File: config.mk
export PLATFORM = sky130hd
export DESIGN_NAME = axi4_slave_read_addr_gen
export DESIGN_NICKNAME = d
export VERILOG_FILES = /design/src/rtl/axi4_slave_pkg.sv /design/src/rtl/axi4_slave_cmd_fifo.sv /design/src/rtl/axi4_slave_read_addr_gen.sv
export SDC_FILE = /design/constraint.sdc
export NUM_CORES = 1
export LEC_CHECK = 0
export BUFFER_PORTS_ARGS = -buffer_cell sky130_fd_sc_hd__buf_2
export CORE_ASPECT_RATIO = 2
export CORE_MARGIN = 5
export CORE_UTILIZATION = 40
export DETAILED_ROUTE_END_ITERATION = 10
export MAX_ROUTING_LAYER = met4
export PLACE_DENSITY = 0.53
export REMOVE_ABC_BUFFERS = 1
export SYNTH_ARGS = -nofsm -noshare
export SYNTH_HDL_FRONTEND = slang
export SYNTH_SLANG_ARGS = --single-unit
File: constraint.sdc
create_clock -name clk -period 16.3 [get_ports clk]
set_clock_uncertainty 0.05 [all_clocks]
set_input_delay 1.63 -clock clk [delete_from_list [all_inputs] [get_ports clk]]
set_output_delay 1.63 -clock clk [all_outputs]
set_load 0.03 [all_outputs]
File: src/rtl/axi4_slave_pkg.sv
// Shared types for the AXI4 slave read-address generator.
// Holds burst encodings, the AR command record, FSM states and the 4KB page size.
package axi4_slave_pkg;

  localparam int BOUNDARY_4K = 4096;

  typedef enum logic [1:0] {
    FIXED = 2'b00,
    INCR  = 2'b01,
    WRAP  = 2'b10,
    RSVD  = 2'b11
  } burst_t;

  typedef enum logic [0:0] {
    IDLE  = 1'b0,
    BURST = 1'b1
  } rd_gen_state_t;

  // Default-width AR command; parametrised users pass their own struct type.
  typedef struct packed {
    logic [31:0] addr;
    logic [3:0]  id;
    logic [7:0]  len;
    logic [2:0]  size;
    burst_t      burst;
  } ar_cmd_t;

endpackage

File: src/rtl/axi4_slave_cmd_fifo.sv
// Generic synchronous FIFO for AR commands.
// DEPTH must be a power of two so the pointers wrap naturally.
module axi4_slave_cmd_fifo
  import axi4_slave_pkg::*;
#(
  parameter type T     = ar_cmd_t,
  parameter int  DEPTH = 4
) (
  input  logic                     clk,
  input  logic                     rst,
  input  logic                     push,
  input  T                         push_data,
  input  logic                     pop,
  output T                         pop_data,
  output logic                     full,
  output logic                     empty,
  output logic [$clog2(DEPTH):0]   count
);

  localparam int PTR_W = $clog2(DEPTH);

  T                 mem_r [DEPTH];
  logic [PTR_W-1:0] wr_ptr_r;
  logic [PTR_W-1:0] rd_ptr_r;
  logic [PTR_W:0]   count_r;
  logic             do_push_s;
  logic             do_pop_s;

  assign full      = (count_r == (PTR_W+1)'(DEPTH));
  assign empty     = (count_r == {(PTR_W+1){1'b0}});
  assign count     = count_r;
  assign do_push_s = push && !full;
  assign do_pop_s  = pop && !empty;
  assign pop_data  = mem_r[rd_ptr_r];

  // Storage write; contents need no reset because count gates every read.
  always_ff @(posedge clk) begin
    if (do_push_s) begin
      mem_r[wr_ptr_r] <= push_data;
    end
  end

  // Pointer and occupancy bookkeeping.
  always_ff @(posedge clk or posedge rst) begin
    if (rst) begin
      wr_ptr_r <= {PTR_W{1'b0}};
      rd_ptr_r <= {PTR_W{1'b0}};
      count_r  <= {(PTR_W+1){1'b0}};
    end else begin
      if (do_push_s) begin
        wr_ptr_r <= wr_ptr_r + PTR_W'(1);
      end
      if (do_pop_s) begin
        rd_ptr_r <= rd_ptr_r + PTR_W'(1);
      end
      if (do_push_s && !do_pop_s) begin
        count_r <= count_r + (PTR_W+1)'(1);
      end else if (!do_push_s && do_pop_s) begin
        count_r <= count_r - (PTR_W+1)'(1);
      end
    end
  end

endmodule

File: src/rtl/axi4_slave_read_addr_gen.sv
// AXI4 slave read-address generator: queues AR commands and expands each
// burst (FIXED / INCR / WRAP, reserved treated as INCR) into per-beat addresses.
// Optional protocol checking is enabled by AXI4_SLAVE_AR_PROTOCOL_CHK_EN;
// without it beat_err is tied low.
module axi4_slave_read_addr_gen
  import axi4_slave_pkg::*;
#(
  parameter int ADDR_WIDTH = 32,
  parameter int ID_WIDTH   = 4,
  parameter int LEN_WIDTH  = 8,
  parameter int FIFO_DEPTH = 4,
  parameter int DATA_BYTES = 4
) (
  input  logic                  clk,
  input  logic                  rst,
  input  logic                  arvalid,
  output logic                  arready,
  input  logic [ADDR_WIDTH-1:0] araddr,
  input  logic [ID_WIDTH-1:0]   arid,
  input  logic [LEN_WIDTH-1:0]  arlen,
  input  logic [2:0]            arsize,
  input  logic [1:0]            arburst,
  output logic                  beat_valid,
  input  logic                  beat_ready,
  output logic [ADDR_WIDTH-1:0] beat_addr,
  output logic [ID_WIDTH-1:0]   beat_id,
  output logic                  beat_last,
  output logic                  beat_err,
  output logic                  busy
);

  localparam int CNT_W = $clog2(FIFO_DEPTH) + 1;

  typedef struct packed {
    logic [ADDR_WIDTH-1:0] addr;
    logic [ID_WIDTH-1:0]   id;
    logic [LEN_WIDTH-1:0]  len;
    logic [2:0]            size;
    burst_t                burst;
  } cmd_t;

  cmd_t                  push_cmd_s;
  cmd_t                  head_s;
  logic                  push_s;
  logic                  full_s;
  logic                  empty_s;
  logic [CNT_W-1:0]      count_s;
  logic                  handshake_s;
  logic                  load_s;
  logic                  ld_err_s;

  rd_gen_state_t         state_r;
  logic [ADDR_WIDTH-1:0] cur_addr_r;
  logic [ADDR_WIDTH-1:0] start_addr_r;
  logic [ID_WIDTH-1:0]   id_r;
  logic [LEN_WIDTH-1:0]  len_r;
  logic [2:0]            size_r;
  burst_t                burst_r;
  logic [LEN_WIDTH-1:0]  beat_cnt_r;
  logic                  last_r;
  logic                  err_r;

  logic [ADDR_WIDTH-1:0] sz_s;
  logic [ADDR_WIDTH-1:0] wrap_bytes_s;
  logic [ADDR_WIDTH-1:0] wrap_lo_s;
  logic [ADDR_WIDTH-1:0] step_s;
  logic [ADDR_WIDTH-1:0] next_addr_s;

  // arready must read low while reset is held, hence the direct rst term.
  assign arready     = !full_s && !rst;
  assign push_s      = arvalid && arready;
  assign handshake_s = (state_r == BURST) && beat_ready;
  assign load_s      = !empty_s && ((state_r == IDLE) || (handshake_s && last_r));

  // Pack the AR channel into a command record.
  always_comb begin
    push_cmd_s.addr  = araddr;
    push_cmd_s.id    = arid;
    push_cmd_s.len   = arlen;
    push_cmd_s.size  = arsize;
    push_cmd_s.burst = burst_t'(arburst);
  end

  axi4_slave_cmd_fifo #(
    .T     (cmd_t),
    .DEPTH (FIFO_DEPTH)
  ) u_cmd_fifo (
    .clk       (clk),
    .rst       (rst),
    .push      (push_s),
    .push_data (push_cmd_s),
    .pop       (load_s),
    .pop_data  (head_s),
    .full      (full_s),
    .empty     (empty_s),
    .count     (count_s)
  );

  // Next beat address from the active burst's parameters.
  always_comb begin
    sz_s         = ADDR_WIDTH'(1) << size_r;
    wrap_bytes_s = (ADDR_WIDTH'(len_r) + ADDR_WIDTH'(1)) << size_r;
    wrap_lo_s    = start_addr_r & ~(wrap_bytes_s - ADDR_WIDTH'(1));
    step_s       = cur_addr_r + sz_s;
    next_addr_s  = cur_addr_r;
    case (burst_r)
      FIXED: begin
        next_addr_s = cur_addr_r;
      end
      WRAP: begin
        if (step_s == (wrap_lo_s + wrap_bytes_s)) begin
          next_addr_s = wrap_lo_s;
        end else begin
          next_addr_s = step_s;
        end
      end
      default: begin
        // INCR and reserved: align down, then step one beat.
        next_addr_s = (cur_addr_r & ~(sz_s - ADDR_WIDTH'(1))) + sz_s;
      end
    endcase
  end

`ifdef AXI4_SLAVE_AR_PROTOCOL_CHK_EN
  localparam logic [2:0] MAX_SIZE = 3'($clog2(DATA_BYTES));

  logic [ADDR_WIDTH-1:0] ld_sz_s;
  logic [31:0]           ld_bytes_s;
  logic [31:0]           ld_end_s;
  logic                  ld_wrap_len_ok_s;

  // Legality of the command at the FIFO head, sampled when it is loaded.
  always_comb begin
    ld_sz_s          = ADDR_WIDTH'(1) << head_s.size;
    ld_bytes_s       = (32'(head_s.len) + 32'd1) << head_s.size;
    ld_end_s         = 32'(head_s.addr[11:0]) + ld_bytes_s;
    ld_wrap_len_ok_s = (head_s.len == LEN_WIDTH'(1)) || (head_s.len == LEN_WIDTH'(3)) ||
                       (head_s.len == LEN_WIDTH'(7)) || (head_s.len == LEN_WIDTH'(15));
    ld_err_s = (head_s.burst == RSVD) ||
               (head_s.size > MAX_SIZE) ||
               ((head_s.burst == WRAP) && !ld_wrap_len_ok_s) ||
               ((head_s.burst == WRAP) &&
                ((head_s.addr & (ld_sz_s - ADDR_WIDTH'(1))) != {ADDR_WIDTH{1'b0}})) ||
               ((head_s.burst == INCR) && (ld_end_s > 32'(BOUNDARY_4K)));
  end
`else
  assign ld_err_s = 1'b0;
`endif

  // Burst FSM and registered beat state.
  always_ff @(posedge clk or posedge rst) begin
    if (rst) begin
      state_r      <= IDLE;
      cur_addr_r   <= {ADDR_WIDTH{1'b0}};
      start_addr_r <= {ADDR_WIDTH{1'b0}};
      id_r         <= {ID_WIDTH{1'b0}};
      len_r        <= {LEN_WIDTH{1'b0}};
      size_r       <= 3'd0;
      burst_r      <= FIXED;
      beat_cnt_r   <= {LEN_WIDTH{1'b0}};
      last_r       <= 1'b0;
      err_r        <= 1'b0;
    end else if (load_s) begin
      state_r      <= BURST;
      cur_addr_r   <= head_s.addr;
      start_addr_r <= head_s.addr;
      id_r         <= head_s.id;
      len_r        <= head_s.len;
      size_r       <= head_s.size;
      burst_r      <= head_s.burst;
      beat_cnt_r   <= {LEN_WIDTH{1'b0}};
      last_r       <= (head_s.len == {LEN_WIDTH{1'b0}});
      err_r        <= ld_err_s;
    end else if (handshake_s && last_r) begin
      state_r      <= IDLE;
    end else if (handshake_s) begin
      beat_cnt_r   <= beat_cnt_r + LEN_WIDTH'(1);
      cur_addr_r   <= next_addr_s;
      last_r       <= ((beat_cnt_r + LEN_WIDTH'(1)) == len_r);
    end
  end

  assign beat_valid = (state_r == BURST);
  assign beat_addr  = cur_addr_r;
  assign beat_id    = id_r;
  assign beat_last  = last_r;
  assign beat_err   = err_r;
  assign busy       = (count_s != {CNT_W{1'b0}}) || (state_r == BURST);

endmodule

# After elaboration in Yosys (flattened, before gate mapping)
# Memories as Yosys holds them, arrays and structs flattened.
# Cells that the tools add are included.
# word_totals
register_bits,98
ramBits,196
inputBits,53
output_inout_bits,41
word_cells,79
memories,1
# memory_table
memory,depth,word_bits,read_ports,rd_clocked_by_memory_dff,write_ports,line,source
u_cmd_fifo.mem_r,4,49,1,0,1,axi4_slave_cmd_fifo.sv:22,T mem_r [DEPTH];
# classes
n_addsub,11
eq_ne,6
n_shift,2
mux,17
bitwise,5
reduce_logical,25
# ops
operator,count
$mux W32,4
$add A32 B32 Y32,3
$and A32 B32 Y32,2
$not A32 Y32,2
$pmux W32 S2,1
$sub A32 B1 Y32 const B,2
$eq A32 B32 Y1,1
$shl A1 B3 Y32 const A,1
$shl A9 B3 Y32,1
$mux W8,3
$add A8 B1 Y9 const B,1
$logic_and A1 B1 Y1,9
$add A8 B1 Y8 const B,1
$eq A8 B8 Y1,1
$logic_not A8 Y1,1
$mux W1,7
$mux W3,2
$reduce_bool A2 Y1,3
$logic_not A1 Y1,5
$add A2 B1 Y2 const B,2
$ne A2 B1 Y1 const B,2
$add A3 B1 Y3 const B,1
$eq A3 B3 Y1 const B,1
$logic_not A3 Y1,1
other kinds (8),9

# Logic depth before layout (Yosys ltp)
# depth
word_depth,12
depth_mapped,30

# By module
# Synthesis repeated with hierarchy kept, for this count alone.
# hier_totals
cells_unflattened,1537
hier_area_um2,16809.9
# by_module_without_submodules
module,instances,cells_each,area_each_um2
axi4_slave_read_addr_gen,1,1244,9247.6
axi4_slave_cmd_fifo,1,293,7562.3

# Worst setup path after synthesis
# No wires, ideal clock.
# synth_timing
path_kind,register to register
from,reg len_r[0]
to,reg cur_addr_r[25] (netlist: beat_addr[25])
setup_ns,0.086
arrival_time_ns,6.205
t_required_ns,16.164
setup_slack_ns,9.959
path_stages_with_launch,29
path_buffers,6
period_less_slack_ns,6.341
path_cell_list,dfrtp_1 -> ha_1 -> buf_2 -> and3_1 -> buf_6 -> a311oi_2 -> a2111oi_2 -> o31ai_4 -> inv_2 -> or4_1 -> buf_2 -> buf_2 -> nor2_1 -> xnor2_1 -> and2_1 -> ha_1 -> clkbuf_1 -> a21o_1 -> a21o_1 -> a21o_1 -> mux2i_1 -> o2111ai_1 -> or4_1 -> a2111oi_0 -> nand4b_1 -> nor3_4 -> buf_6 -> mux2_2 -> a32oi_1
# synth_between
elab_chain_len,12
# synth_rtl
item,line,source
start: declaration,axi4_slave_read_addr_gen.sv:56,logic [LEN_WIDTH-1:0] len_r;
start signal: assignment,axi4_slave_read_addr_gen.sv:157,len_r <= {LEN_WIDTH{1'b0}};
start signal: assignment,axi4_slave_read_addr_gen.sv:168,len_r <= head_s.len;
$add A8 B1 Y9 (*),axi4_slave_read_addr_gen.sv:102,wrap_bytes_s = (ADDR_WIDTH'(len_r) + ADDR_WIDTH'(1)) << size_r;
$shl A9 B3 Y32 (*),axi4_slave_read_addr_gen.sv:102,
$sub A32 B1 Y32,axi4_slave_read_addr_gen.sv:103,wrap_lo_s = start_addr_r & ~(wrap_bytes_s - ADDR_WIDTH'(1));
$not A32 Y32,axi4_slave_read_addr_gen.sv:103,
$and A32 B32 Y32,axi4_slave_read_addr_gen.sv:103,
$add A32 B32 Y32,axi4_slave_read_addr_gen.sv:111,if (step_s == (wrap_lo_s + wrap_bytes_s)) begin
$eq A32 B32 Y1,axi4_slave_read_addr_gen.sv:111,
$mux W32 (*),axi4_slave_read_addr_gen.sv:111,
$pmux W32 S2 (*),axi4_slave_read_addr_gen.sv:106,case (burst_r)
$mux W32 (*),axi4_slave_read_addr_gen.sv:176,end else if (handshake_s) begin
$mux W32 (*),axi4_slave_read_addr_gen.sv:174,end else if (handshake_s && last_r) begin
$mux W32 (*),axi4_slave_read_addr_gen.sv:163,end else if (load_s) begin
end signal: assignment,axi4_slave_read_addr_gen.sv:154,cur_addr_r <= {ADDR_WIDTH{1'b0}};
end signal: assignment,axi4_slave_read_addr_gen.sv:165,cur_addr_r <= head_s.addr;
end signal: assignment,axi4_slave_read_addr_gen.sv:178,cur_addr_r <= next_addr_s;
end: declaration,axi4_slave_read_addr_gen.sv:53,logic [ADDR_WIDTH-1:0] cur_addr_r;
# Every way passes the cells marked *; elsewhere a longest branch is shown, timed or not. The select of a mux whose other input is x is not followed.
# A chain may end at the register's enable or synchronous reset.

# Final worst setup path
# layout_timing
from,reg len_r[0]
to,reg cur_addr_r[14] (netlist: beat_addr[14])
# Same word-level chain as after synthesis.

==> qor.txt <==
CRITICAL PATH
-------------------------------------------------------------------------------------------------
Levels on crit path ................................................................           21
Slowest stage cell on the critical path ............................................ sky130_fd_sc_hd__or4_1
Category of the most critical setup path ........................................... flop to flop
FF-to-FF path depth ................................................................           21
Buffer and inverter count on the worst path ........................................            1
Origin of the critical flop-to-flop path ...........................................     len_r[0]
Arrival time at the worst endpoint .................................................      9.43 ns
Crit start category ................................................................         flop
Ordered cell list for the critical path ............................................ ha_1 > xor2_1 > a22oi_1 > o21ai_0 > o22a_1 > or4_1 > nor2_1 > xnor2_1 > and2_1 > ha_1 > nand3_1 > nor3_1 > and2_1 > o21ai_0 > a31oi_1 > a31oi_1 > or4_4 > nor3_4 > buf_4 > mux2_2 > a31oi_1
Worst reg2reg endpoint ............................................................. beat_addr[14]
Required time of the critical path .................................................     16.73 ns
Highest fanout seen on the critical path ...........................................           22
CP delay by family, top ............................................................ simple AND/OR/NAND/NOR gates
Slowest stage delay, CP ............................................................      0.91 ns
Minimum setup slack among reg-to-reg paths .........................................      7.30 ns
CP most frequent cell .............................................................. sky130_fd_sc_hd__a31oi_1
Kind of end point of the critical path .............................................         flop

CLOCKING
-------------------------------------------------------------------------------------------------
Post-CTS Resized ...................................................................            0
Clk Latency, worst-skew pair .......................................................      0.57 ns
Number of H-tree branching levels ..................................................            1
TritonCTS clock tree ...............................................................        built
Postcts setup bufs .................................................................            0
Number of sinks on the clock net ...................................................          294
Master cell of the clock root buffer ............................................... sky130_fd_sc_hd__clkbuf_16
Clk slew on worst S/H paths ........................................................      0.07 ns
Maximum buffer depth of the clock tree .............................................            3
Num CTS Buffers ....................................................................           28
Hold-fix buffer count after cts ....................................................            0

FINAL LAYOUT
-------------------------------------------------------------------------------------------------
Net count reported at finish .......................................................         1729
Final Cell Area ....................................................................   19100 um^2
Final cell count without fillers ...................................................         2209
Share of post-route cells with drive strength above 1 ..............................        16.4%
Area delta synth->final ............................................................        11.2%
Final cell utilization of the core .................................................        44.9%

DETAILED ROUTING
-------------------------------------------------------------------------------------------------
Wire length after detailed routing .................................................      56.1 mm
Antenna-violating nets left ........................................................            0
Violation count after the first detailed-routing iteration .........................          954
Post-DR wirelength/cell ............................................................      25.4 um
Routed vias/inst ...................................................................         6.02
Total number of vias ...............................................................        13297
Number of optimization iterations in the first detailed-route pass .................            8
Post-route DRC violation count .....................................................            0

TIMING
-------------------------------------------------------------------------------------------------
Normalized max-slew margin .........................................................        20.2%
Setup ws final .....................................................................      7.30 ns
Setup_tns ..........................................................................         0 ns
Ratio of final minimum period to clock period ......................................        55.2%
Final hold slack ...................................................................     0.419 ns
Final setup violation count ........................................................            0
Number of hold violations in the final report ......................................            0
Final-report max-slew violation count ..............................................            0
Slew @ Worst Pin ...................................................................      1.19 ns
Shortest period the worst path allows ..............................................      9.00 ns
RSZ-0062 raised after global routing ...............................................        false
Maximum achievable frequency .......................................................    0.111 GHz

SYNTHESIS
-------------------------------------------------------------------------------------------------
Share of synthesized registers carrying an async set or reset ......................        33.3%
Flop and latch count out of synthesis ..............................................          294
Sequential-to-total area share from yosys stat .....................................        48.5%
Post-synthesis instance area .......................................................   17200 um^2
Number of cells produced by synthesis ..............................................         1587
Mean cell area of the mapped netlist ...............................................    10.8 um^2
Number of enable-type register cells in the synthesized netlist ....................          196
Predominant post-synthesis flop cell ............................................... sky130_fd_sc_hd__edfxtp_1
Total of warnings raised by yosys ..................................................            0
Number of distinct library cell variants in the gate-level netlist after synthesis .           88

PLACE
-------------------------------------------------------------------------------------------------
Routability Congestion .............................................................         1.02
Total placed cells including tap cells .............................................         2156
Place WS ...........................................................................      7.54 ns
Total cell area at the placement stage .............................................   18100 um^2
PortBufs ...........................................................................           92
Placed wire-length estimate ........................................................      41.2 mm

FLOORPLAN
-------------------------------------------------------------------------------------------------
Row cnt ............................................................................          107
Standard cell core area ............................................................   42600 um^2
Number of primary I/O pins .........................................................           94
Die boundary height ................................................................       303 um
Width of the die ...................................................................       157 um
DIE AREA ...........................................................................   47400 um^2
Starting density of the core .......................................................        40.3%

PWR
-------------------------------------------------------------------------------------------------
Max VDD drop .......................................................................   0.000114 V
Power per standard cell area .......................................................  228 nW/um^2
Leakage power figure ...............................................................      7.18 nW
PnR Total Power ....................................................................      4.35 mW

HOLD PATH
-------------------------------------------------------------------------------------------------
Worst Hold Path Cells ..............................................................            2
Min-Delay Path Class ............................................................... flop to flop
HP Start ........................................................................... start_addr_r[8]
WHS Endpoint ....................................................................... start_addr_r[8]

OUTCOME
-------------------------------------------------------------------------------------------------
Run status ......................................................................... finished clean

GLOBAL ROUTE
-------------------------------------------------------------------------------------------------
Overall Global Routing Usage .......................................................        24.1%
Via count of the first global-routing pass .........................................        13429
Total global routing overflow ......................................................            0
Global-route wire length before repair .............................................      83.9 mm
Pin count of the biggest net entering global routing ...............................           70
Initial antenna violation count ....................................................            1

JOB
-------------------------------------------------------------------------------------------------
Count of maximum capacitance violations ............................................            0

-- cells in the final DEF, fill, tap and decap left out, types with 11 or more instances in the layout --
| cell type | netlist | layout |
|---|---|---|
| sky130_fd_sc_hd__nand2_1 | 252 | 252 |
| sky130_fd_sc_hd__edfxtp_1 | 196 | 196 |
| sky130_fd_sc_hd__dfrtp_1 | 98 | 96 |
| sky130_fd_sc_hd__buf_2 | 17 | 92 |
| sky130_fd_sc_hd__o21ai_0 | 69 | 69 |
| sky130_fd_sc_hd__xnor2_1 | 69 | 69 |
| sky130_fd_sc_hd__a21oi_1 | 69 | 68 |
| sky130_fd_sc_hd__nor2_1 | 64 | 61 |
| sky130_fd_sc_hd__mux4_2 | 49 | 49 |
| sky130_fd_sc_hd__xor2_1 | 47 | 47 |
| sky130_fd_sc_hd__nor3_1 | 40 | 40 |
| sky130_fd_sc_hd__nand3_1 | 39 | 39 |
| sky130_fd_sc_hd__inv_1 | 36 | 34 |
| sky130_fd_sc_hd__ha_1 | 33 | 33 |
| sky130_fd_sc_hd__clkbuf_16 | 0 | 29 |
| sky130_fd_sc_hd__and2_1 | 28 | 28 |
| sky130_fd_sc_hd__buf_4 | 2 | 26 |
| sky130_fd_sc_hd__a21o_1 | 25 | 25 |
| sky130_fd_sc_hd__mux2i_1 | 25 | 25 |
| sky130_fd_sc_hd__a211oi_1 | 20 | 20 |
| sky130_fd_sc_hd__and3_1 | 22 | 18 |
| sky130_fd_sc_hd__or3_1 | 18 | 18 |
| sky130_fd_sc_hd__mux2_2 | 17 | 17 |
| sky130_fd_sc_hd__o211ai_1 | 16 | 16 |
| sky130_fd_sc_hd__o31ai_1 | 14 | 14 |
| sky130_fd_sc_hd__nor4_1 | 15 | 14 |
| sky130_fd_sc_hd__nand4_1 | 13 | 13 |
| sky130_fd_sc_hd__a31oi_1 | 12 | 12 |
| sky130_fd_sc_hd__o221ai_1 | 11 | 11 |
| sky130_fd_sc_hd__o22ai_1 | 11 | 11 |
-- cells by family after synthesis --
kind of cell / count (synthesis) / synth area share, %
AO/OA/AOI/OAI: 348 / 14.0
XOR/XNOR: 120 / 6.44
adder cells (fa/ha/maj): 35 / 2.64
buffers and inverters: 132 / 3.29
flip-flops: 294 / 48.5
multiplexers: 91 / 9.00
other: 1 / 0.0218
AND/OR/NAND/NOR: 566 / 16.1
-- how the worst max path moves through the flow --
stage	slack (ns)	to	from
floorplan	8.88	beat_addr[24]	size_r[1]
global placement	7.61	beat_addr[15]	len_r[0]
detailed placement	7.54	beat_addr[14]	len_r[0]
CTS	7.52	beat_addr[14]	len_r[0]
global route	6.96	beat_addr[14]	len_r[0]
finish	7.30	beat_addr[14]	len_r[0]
-- where the power goes --
group	switching, mW	internal [mW]
Sequential	0.229	0.967
Clock	0.302	0.395
Combinational	1.57	0.896
Total	2.10	2.26
-- registers in the layout (all words and copies together) (netlist names), 2 cells and up --
name / flops
u_cmd_fifo.rd_ptr_r: 2
beat_addr: 32
beat_id: 4
u_cmd_fifo.mem_r: 196
start_addr_r: 32
len_r: 8
burst_r: 2
size_r: 3
u_cmd_fifo.count: 3
beat_cnt_r: 8
u_cmd_fifo.wr_ptr_r: 2
-- routing by layer --
metal,vias up,wire (um),global-route usage (%)
met1,6555,20600,26.3
met5,-,0,-
li1,6066,-,-
met4,0,4400,15.6
met2,500,28200,40.6
met3,176,2880,3.35
-- Yosys cell counts (11+ instances only) --
cell type | instances | area (um^2)
sky130_fd_sc_hd__mux2i_1 | 25 | 250
sky130_fd_sc_hd__mux2_2 | 17 | 191
sky130_fd_sc_hd__or3_1 | 18 | 113
sky130_fd_sc_hd__xor2_1 | 47 | 412
sky130_fd_sc_hd__o31ai_1 | 14 | 105
sky130_fd_sc_hd__a21oi_1 | 69 | 345
sky130_fd_sc_hd__a31oi_1 | 12 | 75.1
sky130_fd_sc_hd__nor3_1 | 40 | 200
sky130_fd_sc_hd__xnor2_1 | 69 | 604
sky130_fd_sc_hd__buf_1 | 18 | 67.6
sky130_fd_sc_hd__nor4_1 | 15 | 93.8
sky130_fd_sc_hd__nand3_1 | 39 | 195
sky130_fd_sc_hd__nor2_1 | 64 | 240
sky130_fd_sc_hd__dfrtp_1 | 98 | 2450
sky130_fd_sc_hd__and3_1 | 22 | 138
sky130_fd_sc_hd__o221ai_1 | 11 | 96.3
sky130_fd_sc_hd__a21o_1 | 25 | 188
sky130_fd_sc_hd__o211ai_1 | 16 | 120
sky130_fd_sc_hd__a211oi_1 | 20 | 150
sky130_fd_sc_hd__buf_2 | 17 | 85.1
sky130_fd_sc_hd__clkbuf_1 | 52 | 195
sky130_fd_sc_hd__o21ai_0 | 69 | 345
sky130_fd_sc_hd__ha_1 | 33 | 413
sky130_fd_sc_hd__and2_1 | 28 | 175
sky130_fd_sc_hd__edfxtp_1 | 196 | 5890
sky130_fd_sc_hd__nand4_1 | 13 | 81.3
sky130_fd_sc_hd__inv_1 | 36 | 135
sky130_fd_sc_hd__mux4_2 | 49 | 1100
sky130_fd_sc_hd__o22ai_1 | 11 | 68.8
sky130_fd_sc_hd__nand2_1 | 252 | 946
-- worst reg2reg max path: stages (launching register included) --
cell	delay [ns]
sky130_fd_sc_hd__dfrtp_1	0.80
sky130_fd_sc_hd__ha_1	0.46
sky130_fd_sc_hd__xor2_1	0.28
sky130_fd_sc_hd__a22oi_1	0.44
sky130_fd_sc_hd__o21ai_0	0.13
sky130_fd_sc_hd__o22a_1	0.28
sky130_fd_sc_hd__or4_1	0.91
sky130_fd_sc_hd__nor2_1	0.44
sky130_fd_sc_hd__xnor2_1	0.10
sky130_fd_sc_hd__and2_1	0.18
sky130_fd_sc_hd__ha_1	0.47
sky130_fd_sc_hd__nand3_1	0.22
sky130_fd_sc_hd__nor3_1	0.29
sky130_fd_sc_hd__and2_1	0.23
sky130_fd_sc_hd__o21ai_0	0.32
sky130_fd_sc_hd__a31oi_1	0.72
sky130_fd_sc_hd__a31oi_1	0.16
sky130_fd_sc_hd__or4_4	0.59
sky130_fd_sc_hd__nor3_4	0.83
sky130_fd_sc_hd__buf_4	0.49
sky130_fd_sc_hd__mux2_2	0.40
sky130_fd_sc_hd__a31oi_1	0.15
-- cell type report --
class | instances | area [um^2]
inverter | 38 | 145
clock buffer | 33 | 741
antenna | 1 | 2.50
sequential | 294 | 8340
fill | 4059 | 23500
timing repair buffer | 118 | 656
clock inverter | 19 | 233
tap | 545 | 682
multi-input combinational | 1161 | 8300
(Power assumes the default switching activity.)
